File: config.mk
export PLATFORM = sky130hd
export DESIGN_NAME = padlock_word_ctrl
export DESIGN_NICKNAME = d
export VERILOG_FILES = /design/src/rtl/padlock_word_ctrl.sv
export SDC_FILE = /design/constraint.sdc
export NUM_CORES = 1
export LEC_CHECK = 0
export ABC_AREA = 1
export BUFFER_PORTS_ARGS = -buffer_cell sky130_fd_sc_hd__buf_2
export CAP_MARGIN = 20
export CELL_PAD_IN_SITES_DETAIL_PLACEMENT = 1
export CELL_PAD_IN_SITES_GLOBAL_PLACEMENT = 1
export CORE_MARGIN = 5
export CORE_UTILIZATION = 30
export DETAILED_ROUTE_END_ITERATION = 10
export PLACE_DENSITY = 0.68
export SYNTH_ARGS = -nofsm -noshare
export SYNTH_HDL_FRONTEND = slang
export SYNTH_SLANG_ARGS = --single-unit
File: constraint.sdc
create_clock -name clk -period 3.2 [get_ports clk]
set_input_delay 0.64 -clock clk [delete_from_list [all_inputs] [get_ports clk]]
set_output_delay 0.64 -clock clk [all_outputs]
set_load 0.02 [all_outputs]
File: src/rtl/padlock_word_ctrl.sv
// padlock_word_ctrl
//   Sequencer and word assembler for the padlock RNG core. It holds the core
//   in reset while idle and synchronises the core's rnd_bit/done signals. It
//   also runs a repetition-count health test on every raw bit, packs accepted
//   bits into WIDTH-bit words and offers each word over a valid/ready
//   handshake.
//
// Parameters
//   WIDTH       output word width (>=2)
//   REP_LIMIT   identical consecutive raw bits that trigger a health failure (>=2)
//   SYNC_STAGES synchroniser depth for bit_done and bit_in (>=2)
//
// Ports
//   clk          system clock
//   rst_b        asynchronous active-low reset
//   start        pulse, begin generating (IDLE only; stop wins if both are set)
//   stop         pulse, abort collection / finish after the current delivery
//   clear        pulse, leave FAIL and return to IDLE
//   bit_in       core rnd_bit, asynchronous to clk
//   bit_done     core done level, a rising edge marks a new bit
//   core_rst_b   active-low reset to the core (released in COLLECT/DELIVER)
//   word_out     assembled word, stable while word_valid is high
//   word_valid   word_out holds an undelivered word
//   word_ready   consumer takes word_out this cycle
//   busy         FSM is not in IDLE
//   health_fail  sticky repetition-test failure flag
//
// Configuration
//   PADLOCK_VN_EN  when defined, von Neumann debiasing is applied to raw bit
//                  pairs (01 -> 0, 10 -> 1, 00/11 dropped). When undefined,
//                  every accepted raw bit is appended directly.

module padlock_word_ctrl #(
  parameter int WIDTH       = 32,
  parameter int REP_LIMIT   = 16,
  parameter int SYNC_STAGES = 2
) (
  input  logic             clk,
  input  logic             rst_b,
  input  logic             start,
  input  logic             stop,
  input  logic             clear,
  input  logic             bit_in,
  input  logic             bit_done,
  output logic             core_rst_b,
  output logic [WIDTH-1:0] word_out,
  output logic             word_valid,
  input  logic             word_ready,
  output logic             busy,
  output logic             health_fail
);

  localparam logic [1:0] ST_IDLE    = 2'd0;
  localparam logic [1:0] ST_COLLECT = 2'd1;
  localparam logic [1:0] ST_DELIVER = 2'd2;
  localparam logic [1:0] ST_FAIL    = 2'd3;

  localparam int CNT_W = $clog2(WIDTH);
  localparam int REP_W = $clog2(REP_LIMIT + 1);

  logic [1:0]             state;
  logic [SYNC_STAGES-1:0] done_sync;
  logic [SYNC_STAGES-1:0] data_sync;
  logic                   done_prev;
  logic [CNT_W-1:0]       bit_cnt;
  logic [REP_W-1:0]       rep_cnt;
  logic                   last_bit;
  logic                   stop_pend;
  // Only the low WIDTH-1 bits are kept; the newest bit completes the word.
  logic [WIDTH-2:0]       shreg;
`ifdef PADLOCK_VN_EN
  logic                   pair_have;
  logic                   pair_bit;
`endif

  logic             done_s;
  logic             raw_bit;
  logic             raw_ok;
  logic [REP_W-1:0] rep_next;
  logic             rep_hit;
  logic             app_valid;
  logic             app_bit;
  logic [WIDTH-1:0] word_next;
  logic             word_done;

  // Both synchronisers have the same depth so bit_in lines up with its done edge.
  always_ff @(posedge clk or negedge rst_b) begin
    if (!rst_b) begin
      done_sync <= '0;
      data_sync <= '0;
    end else begin
      done_sync <= {done_sync[SYNC_STAGES-2:0], bit_done};
      data_sync <= {data_sync[SYNC_STAGES-2:0], bit_in};
    end
  end

  assign done_s  = done_sync[SYNC_STAGES-1];
  assign raw_bit = data_sync[SYNC_STAGES-1];

  assign core_rst_b = (state == ST_COLLECT) || (state == ST_DELIVER);
  assign busy       = (state != ST_IDLE);

  // Health test and bit appending. rep_cnt == 0 means no previous raw bit
  // since the last start, so the first bit always begins a fresh run.
  always_comb begin
    raw_ok = done_s && !done_prev && core_rst_b;

    rep_next = rep_cnt;
    if (rep_cnt == '0 || raw_bit != last_bit)
      rep_next = REP_W'(1);
    else if (rep_cnt != REP_W'(REP_LIMIT))
      rep_next = rep_cnt + 1'b1;
    rep_hit = raw_ok && (rep_next == REP_W'(REP_LIMIT));

`ifdef PADLOCK_VN_EN
    app_valid = raw_ok && (state == ST_COLLECT) && pair_have && (pair_bit != raw_bit);
    app_bit   = pair_bit;
`else
    app_valid = raw_ok && (state == ST_COLLECT);
    app_bit   = raw_bit;
`endif

    word_next = {shreg, app_bit};
    word_done = app_valid && (bit_cnt == CNT_W'(WIDTH - 1));
  end

  // Main sequencer. A health hit overrides completion, handshake and stop.
  always_ff @(posedge clk or negedge rst_b) begin
    if (!rst_b) begin
      state       <= ST_IDLE;
      done_prev   <= 1'b0;
      bit_cnt     <= '0;
      rep_cnt     <= '0;
      last_bit    <= 1'b0;
      stop_pend   <= 1'b0;
      shreg       <= '0;
      word_out    <= '0;
      word_valid  <= 1'b0;
      health_fail <= 1'b0;
`ifdef PADLOCK_VN_EN
      pair_have   <= 1'b0;
      pair_bit    <= 1'b0;
`endif
    end else begin
      done_prev <= done_s;
      if (raw_ok) begin
        rep_cnt  <= rep_next;
        last_bit <= raw_bit;
      end

      case (state)
        ST_IDLE: begin
          if (start && !stop) begin
            state     <= ST_COLLECT;
            bit_cnt   <= '0;
            rep_cnt   <= '0;
            done_prev <= 1'b0;
            shreg     <= '0;
            stop_pend <= 1'b0;
`ifdef PADLOCK_VN_EN
            pair_have <= 1'b0;
`endif
          end
        end

        ST_COLLECT: begin
          if (rep_hit) begin
            state       <= ST_FAIL;
            health_fail <= 1'b1;
          end else if (stop) begin
            state   <= ST_IDLE;
            bit_cnt <= '0;
          end else begin
`ifdef PADLOCK_VN_EN
            if (raw_ok) begin
              pair_have <= !pair_have;
              if (!pair_have)
                pair_bit <= raw_bit;
            end
`endif
            if (app_valid) begin
              shreg   <= word_next[WIDTH-2:0];
              bit_cnt <= bit_cnt + 1'b1;
              if (word_done) begin
                state      <= ST_DELIVER;
                word_out   <= word_next;
                word_valid <= 1'b1;
                stop_pend  <= 1'b0;
              end
            end
          end
        end

        ST_DELIVER: begin
          if (rep_hit) begin
            state       <= ST_FAIL;
            health_fail <= 1'b1;
            word_valid  <= 1'b0;
            stop_pend   <= 1'b0;
          end else begin
            if (stop)
              stop_pend <= 1'b1;
            if (word_ready) begin
              word_valid <= 1'b0;
              bit_cnt    <= '0;
              stop_pend  <= 1'b0;
              state      <= (stop_pend || stop) ? ST_IDLE : ST_COLLECT;
`ifdef PADLOCK_VN_EN
              pair_have  <= 1'b0;
`endif
            end
          end
        end

        default: begin
          word_valid  <= 1'b0;
          health_fail <= 1'b1;
          if (clear) begin
            state       <= ST_IDLE;
            health_fail <= 1'b0;
          end
        end
      endcase
    end
  end

endmodule

; ---- Word level (Yosys, flattened, before mapping)
; Cells that the tools add are included.
[word_totals]
ff_bits = 84
in_bits = 8
out_inout_bits = 36
elab_cells = 109
[classes]
add_sub_neg = 2
eq_ne = 19
muxes = 48
bitwise_logic = 3
n_reduce_logical = 25
[op_table]
columns = op, n
row1 = $mux 31, 4
row2 = $pmux 31 s2, 1
row3 = $mux 5, 11
row4 = $mux 1, 19
row5 = $mux 2, 8
row6 = $pmux 5 s3, 1
row7 = $reduce_and 5->1, 3
row8 = $ne 2x2->1 const B, 7
row9 = $ne 4x4->1 const B, 3
row10 = $reduce_and 6->1, 2
row11 = $add 5x1->5 const B, 2
row12 = $eq 5x5->1 const B, 2
row13 = $reduce_and 7->1, 1
row14 = $logic_and 1x1->1, 6
row15 = $ne 3x3->1 const B, 2
row16 = $pmux 1 s3, 2
row17 = $pmux 2 s3, 1
row18 = $logic_not 5->1, 1
row19 = $ne 5x5->1 const B, 1
row20 = $reduce_bool 2->1, 2
row21 = $reduce_bool 4->1, 1
row22 = $logic_or 1x1->1, 3
row23 = $not 1->1, 3
row24 = $reduce_bool 3->1, 1
row25 = other kinds (9), 10

; ---- Depth between registers and ports, before layout
; Gate-level depths: netlist of run 1.
[depth]
ltp_word = 10
ltp_mapped = 14
mapped_depth_nobuf = 13

; ---- Worst setup path after synthesis of run 1
; Ideal clock, no wire load.
[synth_path]
kind = register -> register
from = register state[0]
to = register shreg[26]
setup_time_ns = 0.117
arrival_time_ns = 1.863
t_required_ns = 3.083
setup_slack_ns = 1.220
stages_incl_launch_ff = 13
n_path_buf = 1
period_less_slack_ns = 1.980
cell_sequence = dfrtp_1 > inv_1 > ha_1 > inv_1 > nor2_8 > nand3_2 > nor2_2 > nand2_2 > nand3_4 > inv_4 > buf_2 > nand4_1 > nand2_1
[synth_between]
elab_chain_cells = 6
word_cells_on_any_way = 14
cone_classes = 6 x eq/ne / 1 x mux / 7 x reduce/logical
[synth_rtl]
columns = element, line_no
row1 = "start, declared", 61  ; logic [1:0] state;
row2 = "start signal, assigned", 207  ; state <= (stop_pend || stop) ? ST_IDLE : ST_COLLECT;
row3 = $eq 2x1->1 / $eq 2x2->1 (equally long branches), 100  ; assign core_rst_b = (state == ST_COLLECT) || (state == ST_DELIVER);
row4 = $logic_or 1x1->1 (*), 100
row5 = named net core_rst_b, 45  ; output logic core_rst_b,
row6 = $logic_and 1x1->1 (*), 106  ; raw_ok = done_s && !done_prev && core_rst_b;
row7 = $logic_and 1x1->1 (on tied branches), "119, 113"
row8 = $ne 2x2->1 (no line), --
row9 = $reduce_and 5->1 (no line) (*), --
row10 = "end signal, assigned", 182  ; shreg <= word_next[WIDTH-2:0];
row11 = "end, declared", 70  ; logic [WIDTH-2:0] shreg;
; The timed path passes the listed nets; every way through them passes the cells marked *.
; A chain may end at the register's enable or synchronous reset.

; ---- Final worst setup path of run 1
[layout_path]
from = register rep_cnt[0]
to = register word_out[3]
[layout_between]
elab_chain_cells = 7
word_cells_on_any_way = 10
cone_classes = 1 x add/sub / 2 x eq/ne / 2 x mux / 1 x bitwise / 4 x reduce/logical
[layout_rtl]
columns = element, line_no
row1 = "start, declared", 66  ; logic [REP_W-1:0] rep_cnt;
row2 = "start signal, assigned", 147  ; rep_cnt <= rep_next;
row3 = "$add 5x1->5, or another cell as far along", 112  ; rep_next = rep_cnt + 1'b1;
row4 = $mux 5 / $logic_or 1x1->1 (equally long branches), "111, 109"
row5 = $mux 5 (*), 109  ; if (rep_cnt == '0 || raw_bit != last_bit)
row6 = $eq 5x5->1 (*), 113  ; rep_hit = raw_ok && (rep_next == REP_W'(REP_LIMIT));
row7 = $logic_and 1x1->1 (*), 113
row8 = $not 1->1 (no line) (*), --
row9 = $reduce_and 5->1 (no line) (*), --
row10 = "end signal, assigned", 186  ; word_out <= word_next;
row11 = "end, declared", 46  ; output logic [WIDTH-1:0] word_out,
; Mark *: on every way between the ends. The rest lies on a longest branch, timed or not.

==> flow_metrics.env, run 1 <==
export IMPL_seq_area_frac_synth_pct=53.5
export IMPL_num_rows=41
export IMPL_holdCritPathClass="primary input to asynchronous set/reset pin"
export IMPL_p_per_area_nw_per_um2=705
export IMPL_register_area_um2=2100
export IMPL_outcome="complete, no violations"
export IMPL_ctsHoldBuffers=0
export IMPL_antennaDiodeCount=0
export IMPL_grt_max_degree=85
export IMPL_final_cell_count_no_fill=657
export IMPL_area_delta_synth_final_pct=15.5
export IMPL_worst_pin_slew_ps=643
export IMPL_crit_type="flip-flop to flip-flop"
export IMPL_ant_nets=0
export IMPL_insertion_delay_ps=340
export IMPL_firstDrtPassIters=4
export IMPL_yosys_most_used_dff="dfrtp_1"
export IMPL_avgSynthCellArea_um2=8.77
export IMPL_cts_buffer_depth=2
export IMPL_placed_area_um2=4230
export IMPL_ys_warn_count=0
export IMPL_finClkSkew_ps=8.26
export IMPL_ys_top_cells_by_area="dfrtp_1 (54%), nand2_1 (16%), nand4_1 (11%), inv_1 (3.1%), ha_1 (2.5%)"
export IMPL_peakVddDrop_mv=0.305
export IMPL_syn_area_um2=3930
export IMPL_max_slew_margin_pct=57.1
export IMPL_synth_seq_cells=84
export IMPL_core_area_um2=12700
export IMPL_drtIter0Drc=205
export IMPL_final_area_um2=4540
export IMPL_fmax_ghz=0.420
export IMPL_overflow=0
export IMPL_yosysTopAreaCell="dfrtp_1"
export IMPL_synth_nets=464
export IMPL_final_nets=496
export IMPL_port_buffers=43
export IMPL_multi_input_area_um2=1540
export IMPL_synthArstFlopShare_pct=100
export IMPL_synth_top_area_share_pct=53.5
export IMPL_synth_edf_count=0
export IMPL_cts_root_buffer="clkbuf_16"
export IMPL_leakagePower_nw=2.47
export IMPL_dp_hpwl_um=6120
export IMPL_pwr_share_seq_pct=38.3
export IMPL_yosysUniqueCellTypes=31
export IMPL_gp_congestion=0.746
export IMPL_intPower_mw=1.96
export IMPL_via_per_inst=4.77
export IMPL_hold_viol=0
export IMPL_routed_wl_um=9270
export IMPL_ys_top_cells_by_count="nand2_1 (163), dfrtp_1 (84), nand4_1 (67)"
export IMPL_share_comb_of_total_power_pct=30.7
export IMPL_finalSetupViolCount=0
export IMPL_tritoncts="yes"
export IMPL_worstSetupStartpointType="flip-flop"
export IMPL_die_h_um=124
export IMPL_rsz0062_at_grt="no"
export IMPL_switching_share_pct=38.7
export IMPL_cts_buffers=9
export IMPL_wl_per_cell_um=14.1
export IMPL_routed_via_count=3136
export IMPL_start_util_pct=30.9
export IMPL_drc=0
export IMPL_die_w_um=124
export IMPL_grt_first_pass_wirelength_um=16100
export IMPL_grt_pass1_vias=3270
export IMPL_end_kind="flip-flop"
export IMPL_crit_fanout=32
export IMPL_cts_resized_gates=0
export IMPL_drive_above_1_share_pct=16.1
export IMPL_track_usage_pct=12.3
export IMPL_worstPathRequired_ps=3430
export IMPL_fin_crit_sh_pct=74.3
export IMPL_fillers=1540
export IMPL_antenna_found_initial=0
export IMPL_power_mw=3.20
export IMPL_clock_sinks=84
export IMPL_slew_violations=0
export IMPL_post_cts_setup_buffer_count=0
export IMPL_maxCapViolations=0
export IMPL_ios=44
export IMPL_setup_tns_ps=0
export IMPL_switching_power_mw=1.24
export IMPL_synth_most_common_cell="nand2_1"
export IMPL_die_area_um2=15500
export IMPL_dp_cells=640
export IMPL_cp_data_arrival_time_ps=2600
export IMPL_pwr_share_clk_pct=31.0
export IMPL_cts_max_level=3
export IMPL_post_route_min_period_ps=2380
export IMPL_cts_clk_slew_worst_paths_ps=60
export IMPL_synth_cells=448
logic make-up (layout without fill, tap and decap cells):
kind of cell    after synthesis  in the layout  synth area share [%]
simple gates                270            270                  32.9
compound gates               25             25                  3.63
fa+ha+maj                     8              8                  2.55
flops                        84             84                  53.5
buf+inv                      61             98                  7.39
power groups by stage:
stage	Sequential, mW	Clock, mW	Combinational, mW
floorplan	1.23	0	0.799
global placement	1.24	0	0.960
detailed placement	1.24	0	0.988
CTS	1.23	1.03	0.993
global route	1.24	1.07	1.11
finish	1.23	0.992	0.984
final timing paths:
path	slack, ps	startpoint	end	depth (start not counted)
max	820	rep_cnt[0]	word_out[3]	12
min	280	rst_b	word_out[28]	1
max reg2reg	820	rep_cnt[0]	word_out[3]	12
min reg2reg	350	done_sync[0]	done_sync[1]	0
max in group asynchronous	2300	rst_b	shreg[6]	2
min in group clk	350	done_sync[0]	done_sync[1]	0
per-layer routing:
| metal | vias up | GRT usage [%] | part of all wire, % | wire length [um] |
|---|---|---|---|---|
| met5 | - | 0 | 0 | 0 |
| met4 | 0 | 2.32 | 0.72 | 67 |
| met3 | 9 | 4.12 | 4.1 | 384 |
| met2 | 45 | 19.9 | 49 | 4520 |
| met1 | 1532 | 16.0 | 46 | 4300 |
| li1 | 1550 | - | - | - |
worst max-delay path: stages, from the launching register on:
cell and delay, ps:
dfrtp_1 410, inv_1 100, ha_1 260, nand3_2 110, nand2_1 80, a21oi_2 120, nor2_1 80, nand2_2 130
nand3_4 110, inv_4 250, nand3_4 380, nand2_1 170, nand2_1 60
registers in the layout, indices dropped and copies added (netlist names):
register and flops:
health_fail 1, shreg 31, bit_cnt 5, rep_cnt 5, data_sync 2, stop_pend 1
done_sync 2, last_bit 1, state 2, word_valid 1, done_prev 1, word_out 32
cells in the final DEF (no fill, tap or decap), drive strengths merged:
cell      netlist  final
nand2         165    165
dfrtp          84     84
nand4          67     67
buf            14     48
inv            33     35
nor2           20     20
nand3          14     14
a21oi          11     11
clkbuf         13     10
o21ai           8      8
ha              8      8
a211oi          3      3
clkinv          1      3
nor3            2      2
clkinvlp        0      2
or2             1      1
o31ai           1      1
nand3b          1      1
o22ai           1      1
o21a            1      1
through the flow:
stage	worst slack, ps	utilization, %	hold WS [ps]
4_1_cts	769	35.5	354
6_report	822	35.7	280
3_5_place_dp	777	33.3	339
3_3_place_gp	879	33.3	338
2_1_floorplan	1220	-	331
5_1_grt	537	35.7	317
layout make-up:
cell class / count / share of cell area (%)
clock buffers: 10 / 5.26
multi-input cells: 303 / 33.9
flip-flops and latches: 84 / 46.3
clock inverters: 6 / 1.02
well taps: 172 / 4.74
inverters: 34 / 2.87
repair buffers: 48 / 5.90
Power figures use the tool's default switching activity.
==> inputs of run 2 (changes only) <==
Clock period 3.2 ns to 2.46 ns, I/O delays scaled along.
==> run 2 against run 1 <==
Cell area is 2.5% higher. Total power is 40% higher. Sequential share of layout area is 1.1 points lower. First-iteration DRC count is 3.4% higher. Clock power is 58% higher. Worst setup slack worse by 550 ps. Via count is 2.2% higher. Hold slack worse by 180 ps. Sequential power is 29% higher. Cell count is 0.15% higher. Global-route usage is 0.093 points higher. Core utilization is 0.88 points higher.
==> flow_metrics.env, run 2 (synthesis gave the netlist of run 1 again) <==
export IMPL_cp_slowest_stage_delay_ps=400
export IMPL_crit_type="flip-flop to flip-flop"
export IMPL_max_slew_margin_pct=57.8
export IMPL_fin_crit_sh_pct=89.1
export IMPL_worstSetupStartpointType="flip-flop"
export IMPL_dp_hpwl_um=6230
export IMPL_antenna_found_initial=0
export IMPL_grt_max_degree=64
export IMPL_crit_path_cell_trace="inv_1, ha_1, nand3_2, nand2_1, a21oi_2, nor2_1, nand2_2, nand3_4, inv_6, nand3_4, nand2_1, nand2_1"
export IMPL_cpMaxStageDelayCell="dfrtp_1"
export IMPL_outcome="complete, no violations"
export IMPL_final_nets=498
export IMPL_setup_tns_ps=0
export IMPL_hold_viol=0
export IMPL_die_w_um=124
export IMPL_routed_via_count=3205
export IMPL_holdCritPathClass="primary input to asynchronous set/reset pin"
export IMPL_timing_hold_ws_ps=104
export IMPL_worst_slack_ps=268
export IMPL_area_delta_synth_final_pct=18.4
export IMPL_via_per_inst=4.87
export IMPL_ios=44
export IMPL_wl_per_cell_um=14.8
export IMPL_crit_family="simple AND/OR/NAND/NOR gates"
export IMPL_core_area_um2=12700
export IMPL_grt_first_pass_wirelength_um=16000
export IMPL_cts_root_buffer="clkbuf_16"
export IMPL_track_usage_pct=12.4
export IMPL_start_util_pct=30.9
export IMPL_drive_above_1_share_pct=16.3
export IMPL_drc=0
export IMPL_finClkSkew_ps=7.50
export IMPL_leakagePower_nw=2.51
export IMPL_tritoncts="yes"
export IMPL_port_buffers=43
export IMPL_gp_congestion=0.824
export IMPL_finalSetupViolCount=0
export IMPL_antennaDiodeCount=0
export IMPL_post_place_ws_ps=63.0
export IMPL_grt_pass1_vias=3259
export IMPL_die_h_um=124
export IMPL_end_kind="flip-flop"
export IMPL_largestRegisters="word_out: 32 flops, shreg: 31 flops"
export IMPL_fillers=1517
export IMPL_routed_wl_um=9730
export IMPL_worstPathRequired_ps=2690
export IMPL_p_per_area_nw_per_um2=963
export IMPL_final_common_cell="nand2_1"
export IMPL_final_cell_count_no_fill=658
export IMPL_slew_violations=0
export IMPL_ant_nets=0
export IMPL_dp_cells=641
export IMPL_timing_critical_path_mode_cell="nand2_1"
export IMPL_crit_fanout=26
export IMPL_path_buf_inv=2
export IMPL_power_mw=4.48
export IMPL_cts_clk_slew_worst_paths_ps=70
export IMPL_peakVddDrop_mv=0.552
export IMPL_ctsHoldBuffers=0
export IMPL_worst_pin_slew_ps=633
export IMPL_cp_data_arrival_time_ps=2420
export IMPL_layout_common_cells="nand2_1 (163), dfrtp_1 (84), nand4_1 (67)"
export IMPL_die_area_um2=15500
export IMPL_drtIter0Drc=212
export IMPL_firstDrtPassIters=4
export IMPL_num_rows=41
export IMPL_cts_max_level=3
export IMPL_largest_register="word_out"
export IMPL_maxCapViolations=0
export IMPL_insertion_delay_ps=340
export IMPL_cts_buffers=9
export IMPL_cts_buffer_depth=2
export IMPL_post_route_min_period_ps=2190
export IMPL_fmax_ghz=0.456
export IMPL_overflow=0
export IMPL_clock_sinks=84
export IMPL_largest_register_ffs=32
export IMPL_rsz0062_at_grt="no"
export IMPL_post_cts_setup_buffer_count=0
[run 2: per-layer routing]
layer,part of all wire [%],global-route usage [%]
met5,0,0
met4,1.3,3.87
met3,3.5,3.17
met2,49,21.1
met1,46,15.3
[run 2: layout make-up]
cell class,instances,area [um^2],area share (%)
timing repair buffer,48,280,6.03
sequential,84,2100,45.2
inverter,34,133,2.85
clock inverter,5,108,2.31
tap,172,215,4.63
multi-input combinational,305,1570,33.8
clock buffer,10,239,5.14
[run 2: worst paths after layout]
kind	from	end	slack [ps]	cells past startpoint
max reg2reg	rep_cnt[0]	word_out[12]	270	12
min	rst_b	word_out[28]	100	1
max in group asynchronous	rst_b	bit_cnt[3]	1730	2
min in group clk	bit_done	done_sync[0]	260	1
max	rep_cnt[0]	word_out[12]	270	12
min reg2reg	data_sync[0]	data_sync[1]	340	0
[run 2: stage by stage]
step / util (%) / instance area, um^2
2_1_floorplan: - / 3930
5_1_grt: 36.6 / 4650
6_report: 36.6 / 4650
3_3_place_gp: 33.5 / 4270
3_5_place_dp: 33.5 / 4270
4_1_cts: 36.3 / 4610
[run 2: repair_timing]
action / CTS / global route
setup endpoints to repair: 0 / 32
hold endpoints to repair: 0 / 0
resized for setup: 0 / 3
[run 2: where the power goes]
part           switching, mW  internal, mW  leakage, nW
clock                  0.550          1.02        0.170
sequential             0.107          1.49         1.15
combinational          0.963         0.352         1.19
==> inputs of run 3 (changes only) <==
Settings changed: CORE_UTILIZATION 30 to 39, PLACE_DENSITY 0.68 to 0.82.
==> run 3 against run 2 <==
Total power fell by 13%. Routed wire length rose by 1.1%. Non-clock buffer count rose by 1. Cell count fell by 5.8%.
==> flow_metrics.env, run 3 (synthesis gave the netlist of run 1 again) <==
export IMPL_via_per_inst=5.25
export IMPL_switching_power_mw=1.58
export IMPL_holdCritPathClass="primary input to asynchronous set/reset pin"
export IMPL_gp_congestion=0.869
export IMPL_peakVddDrop_mv=0.343
export IMPL_intPower_mw=2.32
export IMPL_timing_rr_end="word_out[5]"
export IMPL_grt_first_pass_wirelength_um=16400
export IMPL_cts_buffer_depth=2
export IMPL_crit_type="flip-flop to flip-flop"
export IMPL_clock_sinks=84
export IMPL_routed_wl_um=9830
export IMPL_outcome="complete, no violations"
export IMPL_drc=0
export IMPL_dp_cells=603
export IMPL_insertion_delay_ps=360
export IMPL_largest_register_ffs=32
export IMPL_p_per_area_nw_per_um2=877
export IMPL_largestRegisters="word_out: 32 flops, shreg: 31 flops"
export IMPL_r2r_slack_ps=230
export IMPL_finalSetupViolCount=0
export IMPL_die_h_um=110
export IMPL_setup_tns_ps=0
export IMPL_cts_buffers=9
export IMPL_worstPathRequired_ps=2700
export IMPL_final_cell_count_no_fill=620
export IMPL_ctsHoldBuffers=0
export IMPL_port_buffers=43
export IMPL_track_usage_pct=17.3
export IMPL_worstSetupStartpointType="flip-flop"
export IMPL_layout_common_cells="nand2_1 (163), dfrtp_1 (84), nand4_1 (67)"
export IMPL_crit_fanout=17
export IMPL_grt_pass1_vias=3347
export IMPL_worst_pin_slew_ps=543
export IMPL_tritoncts="yes"
export IMPL_wl_per_cell_um=15.9
export IMPL_dp_hpwl_um=6490
export IMPL_max_slew_margin_pct=63.8
export IMPL_firstDrtPassIters=4
export IMPL_hold_viol=0
export IMPL_cts_clk_slew_worst_paths_ps=90
export IMPL_pwr_share_seq_pct=40.8
export IMPL_drtIter0Drc=122
export IMPL_final_nets=498
export IMPL_cts_root_buffer="clkbuf_8"
export IMPL_antennaDiodeCount=0
export IMPL_final_common_cell="nand2_1"
export IMPL_maxCapViolations=0
export IMPL_leakagePower_nw=2.45
export IMPL_cp_data_arrival_time_ps=2470
export IMPL_routed_via_count=3256
export IMPL_fin_crit_sh_pct=90.6
export IMPL_overflow=0
export IMPL_finClkSkew_ps=14.7
export IMPL_rsz0062_at_grt="no"
export IMPL_fmax_ghz=0.449
export IMPL_r2r_start="state[0]"
export IMPL_switching_share_pct=40.5
export IMPL_antenna_found_initial=0
export IMPL_ant_nets=0
export IMPL_ios=44
export IMPL_die_w_um=110
export IMPL_core_area_um2=9820
export IMPL_end_kind="flip-flop"
export IMPL_largest_register="word_out"
export IMPL_post_cts_setup_buffer_count=0
export IMPL_drive_above_1_share_pct=16.4
export IMPL_area_delta_synth_final_pct=13.2
export IMPL_post_route_min_period_ps=2230
export IMPL_num_rows=36
export IMPL_share_comb_of_total_power_pct=33.4
export IMPL_slew_violations=0
export IMPL_grt_max_degree=56
export IMPL_reg2regPathDepth=12
export IMPL_cts_resized_gates=0
export IMPL_pwr_share_clk_pct=25.7
export IMPL_cts_max_level=3
export IMPL_start_util_pct=40.0
export IMPL_die_area_um2=12200
[run 3: how the worst max path moves through the flow]
stage          startpoint            to  slack [ps]
6_report         state[0]   word_out[5]         230
5_1_grt        rep_cnt[1]  word_out[11]          40
3_3_place_gp     state[0]  word_out[13]         270
3_5_place_dp     state[0]   word_out[2]         120
2_1_floorplan    state[0]     shreg[26]         480
4_1_cts          state[0]   word_out[5]          80
[run 3: layout make-up]
class | count | area, um^2
Clock inverter | 3 | 26.3
Fill cell | 1198 | 5370
Timing Repair Buffer | 49 | 288
Multi-Input combinational cell | 304 | 1560
Clock buffer | 13 | 179
Inverter | 34 | 130
Sequential cell | 84 | 2100
Tap cell | 133 | 166
[run 3: power groups by stage]
stage               logic [mW]  registers [mW]  clock network [mW]
finish                    1.30            1.59                1.00
CTS                       1.31            1.59                1.03
floorplan                 1.04            1.60                   0
detailed placement        1.29            1.62                   0
global placement          1.24            1.61                   0
global route              1.46            1.61                1.08
[run 3: routing by layer]
| layer | global-route usage [%] | wire length [um] | up-vias |
|---|---|---|---|
| met5 | 0 | 0 | - |
| met4 | 7.12 | 147 | 0 |
| met3 | 2.04 | 214 | 9 |
| met2 | 29.3 | 5010 | 45 |
| met1 | 22.4 | 4470 | 1645 |
| li1 | - | - | 1557 |
[run 3: metrics by stage]
step                util, %  setup WS, ps  instance area [um^2]  total power, mW  hold WS (ps)
floorplan                 -           480                  3930             2.64           196
global placement       43.0           268                  4230             2.84           334
detailed placement     43.0           124                  4230             2.90           341
CTS                    45.1          81.0                  4430             3.93          84.4
global route           45.3          43.1                  4450             4.15           115
finish                 45.3           231                  4450             3.90          82.4
[run 3: worst max-delay path: stages (launching register included)]
cell and delay, ps:
dfrtp_1 390, inv_1 90, ha_1 360, inv_1 160, nor2_8 80, nand3_2 80, nor2_2 50, nand2_2 110
nand3_4 110, inv_4 210, nand3_4 250, nand2_1 150, nand2_1 70
